## src/rtl/adder_subtractor_4_bit_pkg.sv

```systemverilog
// Shared constants for the 4-bit adder/subtractor: datapath width and mode encodings.
package adder_subtractor_4_bit_pkg;

    localparam int WIDTH = 4;

    localparam logic MODE_ADD = 1'b0;
    localparam logic MODE_SUB = 1'b1;

endpackage

```

## src/rtl/adder_subtractor_4_bit_full_adder.sv

```systemverilog
// One-bit full adder cell; the carry-out is the majority of the three inputs.
module full_adder (
    input  logic a,
    input  logic b,
    input  logic cin,
    output logic sum,
    output logic cout
);

    assign sum  = a ^ b ^ cin;
    assign cout = (a & b) | (a & cin) | (b & cin);

endmodule

```

## src/rtl/adder_subtractor_4_bit.sv

```systemverilog
// 4-bit ripple-carry adder/subtractor with registered result and carry.
// Subtraction is num1 + ~num2 + 1, so C4 doubles as the no-borrow flag.
module adder_subtractor_4_bit
    import adder_subtractor_4_bit_pkg::*;
(
    input  logic             clk,
    input  logic             rst_n,
    input  logic [WIDTH-1:0] num1,
    input  logic [WIDTH-1:0] num2,
    input  logic             M,
    output logic [WIDTH-1:0] ans,
    output logic             C4
);

    logic [WIDTH-1:0] b_eff;
    logic [WIDTH:0]   carry;
    logic [WIDTH-1:0] sum_next;
    logic             sub_mode;

    logic [WIDTH-1:0] ans_reg;
    logic             c4_reg;

    assign sub_mode = (M == MODE_SUB);
    assign carry[0] = sub_mode;

    generate
        for (genvar gi = 0; gi < WIDTH; gi++) begin : g_ripple
            assign b_eff[gi] = num2[gi] ^ sub_mode;

            full_adder u_fa (
                .a    (num1[gi]),
                .b    (b_eff[gi]),
                .cin  (carry[gi]),
                .sum  (sum_next[gi]),
                .cout (carry[gi+1])
            );
        end
    endgenerate

    always_ff @(posedge clk or negedge rst_n) begin
        if (!rst_n) begin
            ans_reg <= '0;
            c4_reg  <= 1'b0;
        end else begin
            ans_reg <= sum_next;
            c4_reg  <= carry[WIDTH];
        end
    end

    assign ans = ans_reg;
    assign C4  = c4_reg;

endmodule

```

## config.mk

```make
export PLATFORM = sky130hd
export DESIGN_NAME = adder_subtractor_4_bit
export DESIGN_NICKNAME = d
export VERILOG_FILES = /design/src/rtl/adder_subtractor_4_bit_pkg.sv /design/src/rtl/adder_subtractor_4_bit_full_adder.sv /design/src/rtl/adder_subtractor_4_bit.sv
export SDC_FILE = /design/constraint.sdc
export NUM_CORES = 1
export LEC_CHECK = 0
export ABC_CLOCK_PERIOD_IN_PS = 800
export BUFFER_PORTS_ARGS = -buffer_cell sky130_fd_sc_hd__buf_2
export CORE_AREA = 2 2 39 41
export DETAILED_ROUTE_END_ITERATION = 6
export DIE_AREA = 0 0 41 43
export SLEW_MARGIN = 10
export SYNTH_ARGS = -nofsm -noshare
export SYNTH_HDL_FRONTEND = slang
export SYNTH_SLANG_ARGS = --single-unit
```

## constraint.sdc

```tcl
create_clock -name clk -period 0.8 [get_ports clk]
set_clock_uncertainty 0.1 [all_clocks]
set_input_delay 0.12 -clock clk [delete_from_list [all_inputs] [get_ports clk]]
set_output_delay 0.12 -clock clk [all_outputs]
set_load 0.05 [all_outputs]
```

## Word-level counts from Yosys, hierarchy flattened

Cells that the tools add are included.

- Flip-flop bits (word level): 5
- Bits of input ports: 11
- Output and inout bits: 5
- Logic and storage cells: 34

- Bitwise gates (word level): 32

Operator list:

| cell | number |
|---|---|
| 1-bit bitwise AND | 12 |
| 1-bit XOR | 12 |
| 1-bit bitwise OR | 8 |

## Logic depth before layout (Yosys ltp)

- Depth after elaboration: 13
- Mapped depth: 6
- Depth with buffers taken out: 6

## Cells and area by module

A second synthesis with hierarchy kept.

- Cells, all modules: 13
- Area total of the unflattened synthesis: 240.2 µm²

Modules (own cells, without submodules):

| module | times used | cells an instance | area an instance (µm²) | sequential area each (µm²) |
|---|---|---|---|---|
| adder_subtractor_4_bit | 1 | 9 | 160.2 | 125.1 |
| full_adder | 4 | 1 | 20.0 | 0.0 |

## Worst setup path before layout

OpenSTA, ideal clock, no wires.

- Kind: input port to flip-flop
- Start point: input num2[0]
- End point: register ans_reg[3] (netlist: ans[3])
- Setup time: 0.136 ns
- Arrival time: 1.452 ns
- Required time: 0.564 ns
- Setup slack: -0.887 ns
- Stages: 6
- Buffers on the path: 0
- Path through: mux2_2 fa_1 inv_1 fa_1 inv_1 fa_1

- Longest elaborated chain between the ends: 11

Ends and longest elaborated chain:

| element | line | source |
|---|---|---|
| start, declared | adder_subtractor_4_bit.sv:9 | `input logic [WIDTH-1:0] num2,` |
| 1-bit XOR (*) | adder_subtractor_4_bit.sv:28 | `assign b_eff[gi] = num2[gi] ^ sub_mode;` |
| 1-bit bitwise AND | adder_subtractor_4_bit_full_adder.sv:11 | `assign cout = (a & b) \| (a & cin) \| (b & cin);` |
| 1-bit bitwise OR | adder_subtractor_4_bit_full_adder.sv:11 |  |
| 1-bit bitwise OR (*) | adder_subtractor_4_bit_full_adder.sv:11 |  |
| 1-bit bitwise AND | adder_subtractor_4_bit_full_adder.sv:11 |  |
| 1-bit bitwise OR | adder_subtractor_4_bit_full_adder.sv:11 |  |
| 1-bit bitwise OR (*) | adder_subtractor_4_bit_full_adder.sv:11 |  |
| 1-bit bitwise AND | adder_subtractor_4_bit_full_adder.sv:11 |  |
| 1-bit bitwise OR | adder_subtractor_4_bit_full_adder.sv:11 |  |
| 1-bit bitwise OR (*) | adder_subtractor_4_bit_full_adder.sv:11 |  |
| 1-bit XOR (*) | adder_subtractor_4_bit_full_adder.sv:10 | `assign sum = a ^ b ^ cin;` |
| named net g_ripple[3].u_fa.sum | adder_subtractor_4_bit_full_adder.sv:6 | `output logic sum,` |
| end signal, assigned | adder_subtractor_4_bit.sv:45 | `ans_reg <= sum_next;` |
| end, declared | adder_subtractor_4_bit.sv:20 | `logic [WIDTH-1:0] ans_reg;` |

Mark *: on every way through the listed nets, which the timed path passes. The rest lies on a longest branch.

## Worst setup path in the final report

Ends and elaborated chain as after synthesis.

==> flow_summary.ini <==
[run_status]
result_of_the_run = finished, violations left
violations = negative setup slack

[final_layout]
post_route_cells_drive_above_1_share = 0.725
n_antenna_cell = 0
postLayoutCellArea_sq_um = 463
areaGrowthSynthToFinish_pct = 87.8
number_of_flip_flops_in_the_largest_register = 4
design.final.nets = 55

[synthesis]
synth_enable_flop_cells = 0
ys.warnings.count = 0
post_synth.cell_area_avg_sq_um = 14.5
postSynth.topFlopCell = dfrtp_1
postSynthCellCount = 17
synth_async_sr_flop_share = 1.00
ys_top_cells_by_area = dfrtp_1, fa_1, xor2_1
synth_top_area_cell = dfrtp_1
synth-seq-area-share = 0.508
netlist_area_sq_um = 246
post-synth-top-count-cell = dfrtp_1
synth_top_area_frac = 0.508
synth.ff_latch_count = 5
netlist-cell-type-count = 6
synth_nets = 31
synth_common_cells = dfrtp_1, inv_1, fa_1, xor2_1

[timing]
timing.final.hold_violations = 0
setup_ws_ns = -0.704
setup_violations = 9
period_minus_slack_ns = 1.50
slew-limit-headroom = 0.867
unrepaired_setup_endpoints_after_global_routing = yes
setup-tns-final_ns = -2.94
actual_transition_at_the_worst_max_transition_pin_ns = 0.199
slew_violations = 0
max_freq_mhz = 665
layout_worst_path_cycle_share = 1.88

[cts]
cts_inserted_buffers = 3
clk_sink_count = 5
cts_tree = built
clockBufferDepth = 2
worst_setup_hold_path_clk_slew_ns = 0.04
clock-root-buffer = clkbuf_4
cts_max_level = 1

[worst_setup_path]
cpPeakStageDelay_ns = 0.42
critical_path_capture_point_type = flip-flop
worst_path_most_repeated_cell = fa_1
library_cell_contributing_the_largest_single_delay_on_the_critical_path = fa_1
critPathArrivalTime_ns = 1.51
cp_data_required_time_ns = 0.81
criticalPathCategory = in -> reg
cp_max_fo = 2
crit_chain = buf_6 -> mux2_4 -> fa_2 -> inv_2 -> fa_1 -> inv_1 -> fa_1
cp-start-kind = input pin

[die]
fp.dieArea_sq_um = 1760
row_count = 14
core_area_sq_um = 1380
die_w_um = 41
chipHeight_um = 43
initial_core_util = 0.178
design.portCount = 16

[global_routing]
grtUsageTotal = 0.0668
groute.layer.met2.usage = 0.106
maximum_number_of_pins_on_one_net_before_global_route_repair = 6
grt_pass1_wl_um = 724
via_count_of_the_first_global_routing_pass = 201
grt_remaining_overflow = 0
grt_use_met3 = 0.0157
global_route.usage.met1 = 0.0561
busiest_layer = met2
antenna_found_initial = 0

[drt]
totalWireLength_um = 446
vias_per_cell = 3.46
num_vias = 194
firstDrtPassIters = 1
detail_route.wl_per_cell_um = 7.96
postRouteAntennaNets = 0
drt_drc_violations_left = 0
detail_route.iter0.violations = 0

[place]
place.detailed.hpwl_um = 417
detailed_place.area_sq_um = 375
gp_congestion = 0.594
pre_cts_ws_ns = -1.01
numPortBuffers = 15

[power_and_ir_drop]
power.static_leakage_nw = 0.227
final_total_pwr_w = 0.00106
power.density_nw_per_um2 = 2290
peakVddDrop_uv = 507

[run]
max_cap_viol_count = 0

[min_path]
hp-class = in -> reg
## layout make-up
| type | instances | area (sq um) |
|---|---|---|
| fillers | 148 | 921 |
| repair buffers | 19 | 151 |
| flip-flops and latches | 5 | 130 |
| multi-input cells | 8 | 120 |
| clock buffers | 4 | 26.3 |
| well taps | 16 | 20.0 |
| inverters | 4 | 15.0 |
## per-stage QoR
stage          instances  hold WS (ns)   util
3_5_place_dp          51        -0.165  0.271
6_report              56        0.0436  0.335
4_1_cts               56        0.0387  0.335
2_1_floorplan         17        -0.276      -
3_3_place_gp          51        -0.166  0.271
5_1_grt               56        0.0536  0.335
## cell usage in the layout, fill, tap and decap left out
master and instances:
clkbuf_4 3, dlygate4sd3_1 1, mux2_4 1, xor2_1 2, buf_4 3, xnor2_1 1, fa_1 2, buf_2 8
dfrtp_2 4, xor2_2 1, dfrtp_1 1, inv_2 1, inv_1 3, buf_6 7, fa_2 1, clkbuf_1 1
## critical path, delay by kind of cell
family	cells	cell delay, ns
adders and majority gates	3	0.91
muxes	1	0.29
buffers and inverters	3	0.20
## path summary, 6_finish.rpt
kind                          from  endpoint  slack (ns)  depth (start not counted)
worst min-delay path       num2[0]    ans[0]        0.04                          3
max in group asynchronous    rst_n        C4        0.33                          2
worst max-delay path       num2[0]    ans[3]       -0.70                          7
min in group asynchronous    rst_n    ans[3]        0.13                          2
## logic make-up after synthesis
| family | share of synthesized area |
|---|---|
| xor+xnor | 0.142 |
| fa+ha+maj | 0.244 |
| buf+inv | 0.0609 |
| flops | 0.508 |
| mux | 0.0457 |
## what timing repair did
action                                  CTS  global route
setup buffers                             0             0
endpoints found under the hold margin     5             0
endpoints found under the setup margin    9             9
gates resized for setup                  14             0
hold buffers                              1             0
## power breakdown
group	switching [W]	total [W]	internal (W)
Combinational	0.000267	0.000442	0.000175
Clock	0.0000932	0.000281	0.000188
Sequential	0.0000243	0.000337	0.000313
Total	0.000385	0.00106	0.000675
## routing by layer
metal,vias up,routed length (um)
li1,92,-
met1,88,153
met2,14,238
met3,0,53
met4,0,0
met5,-,0
No activity file was read; power rests on OpenSTA's default activity.
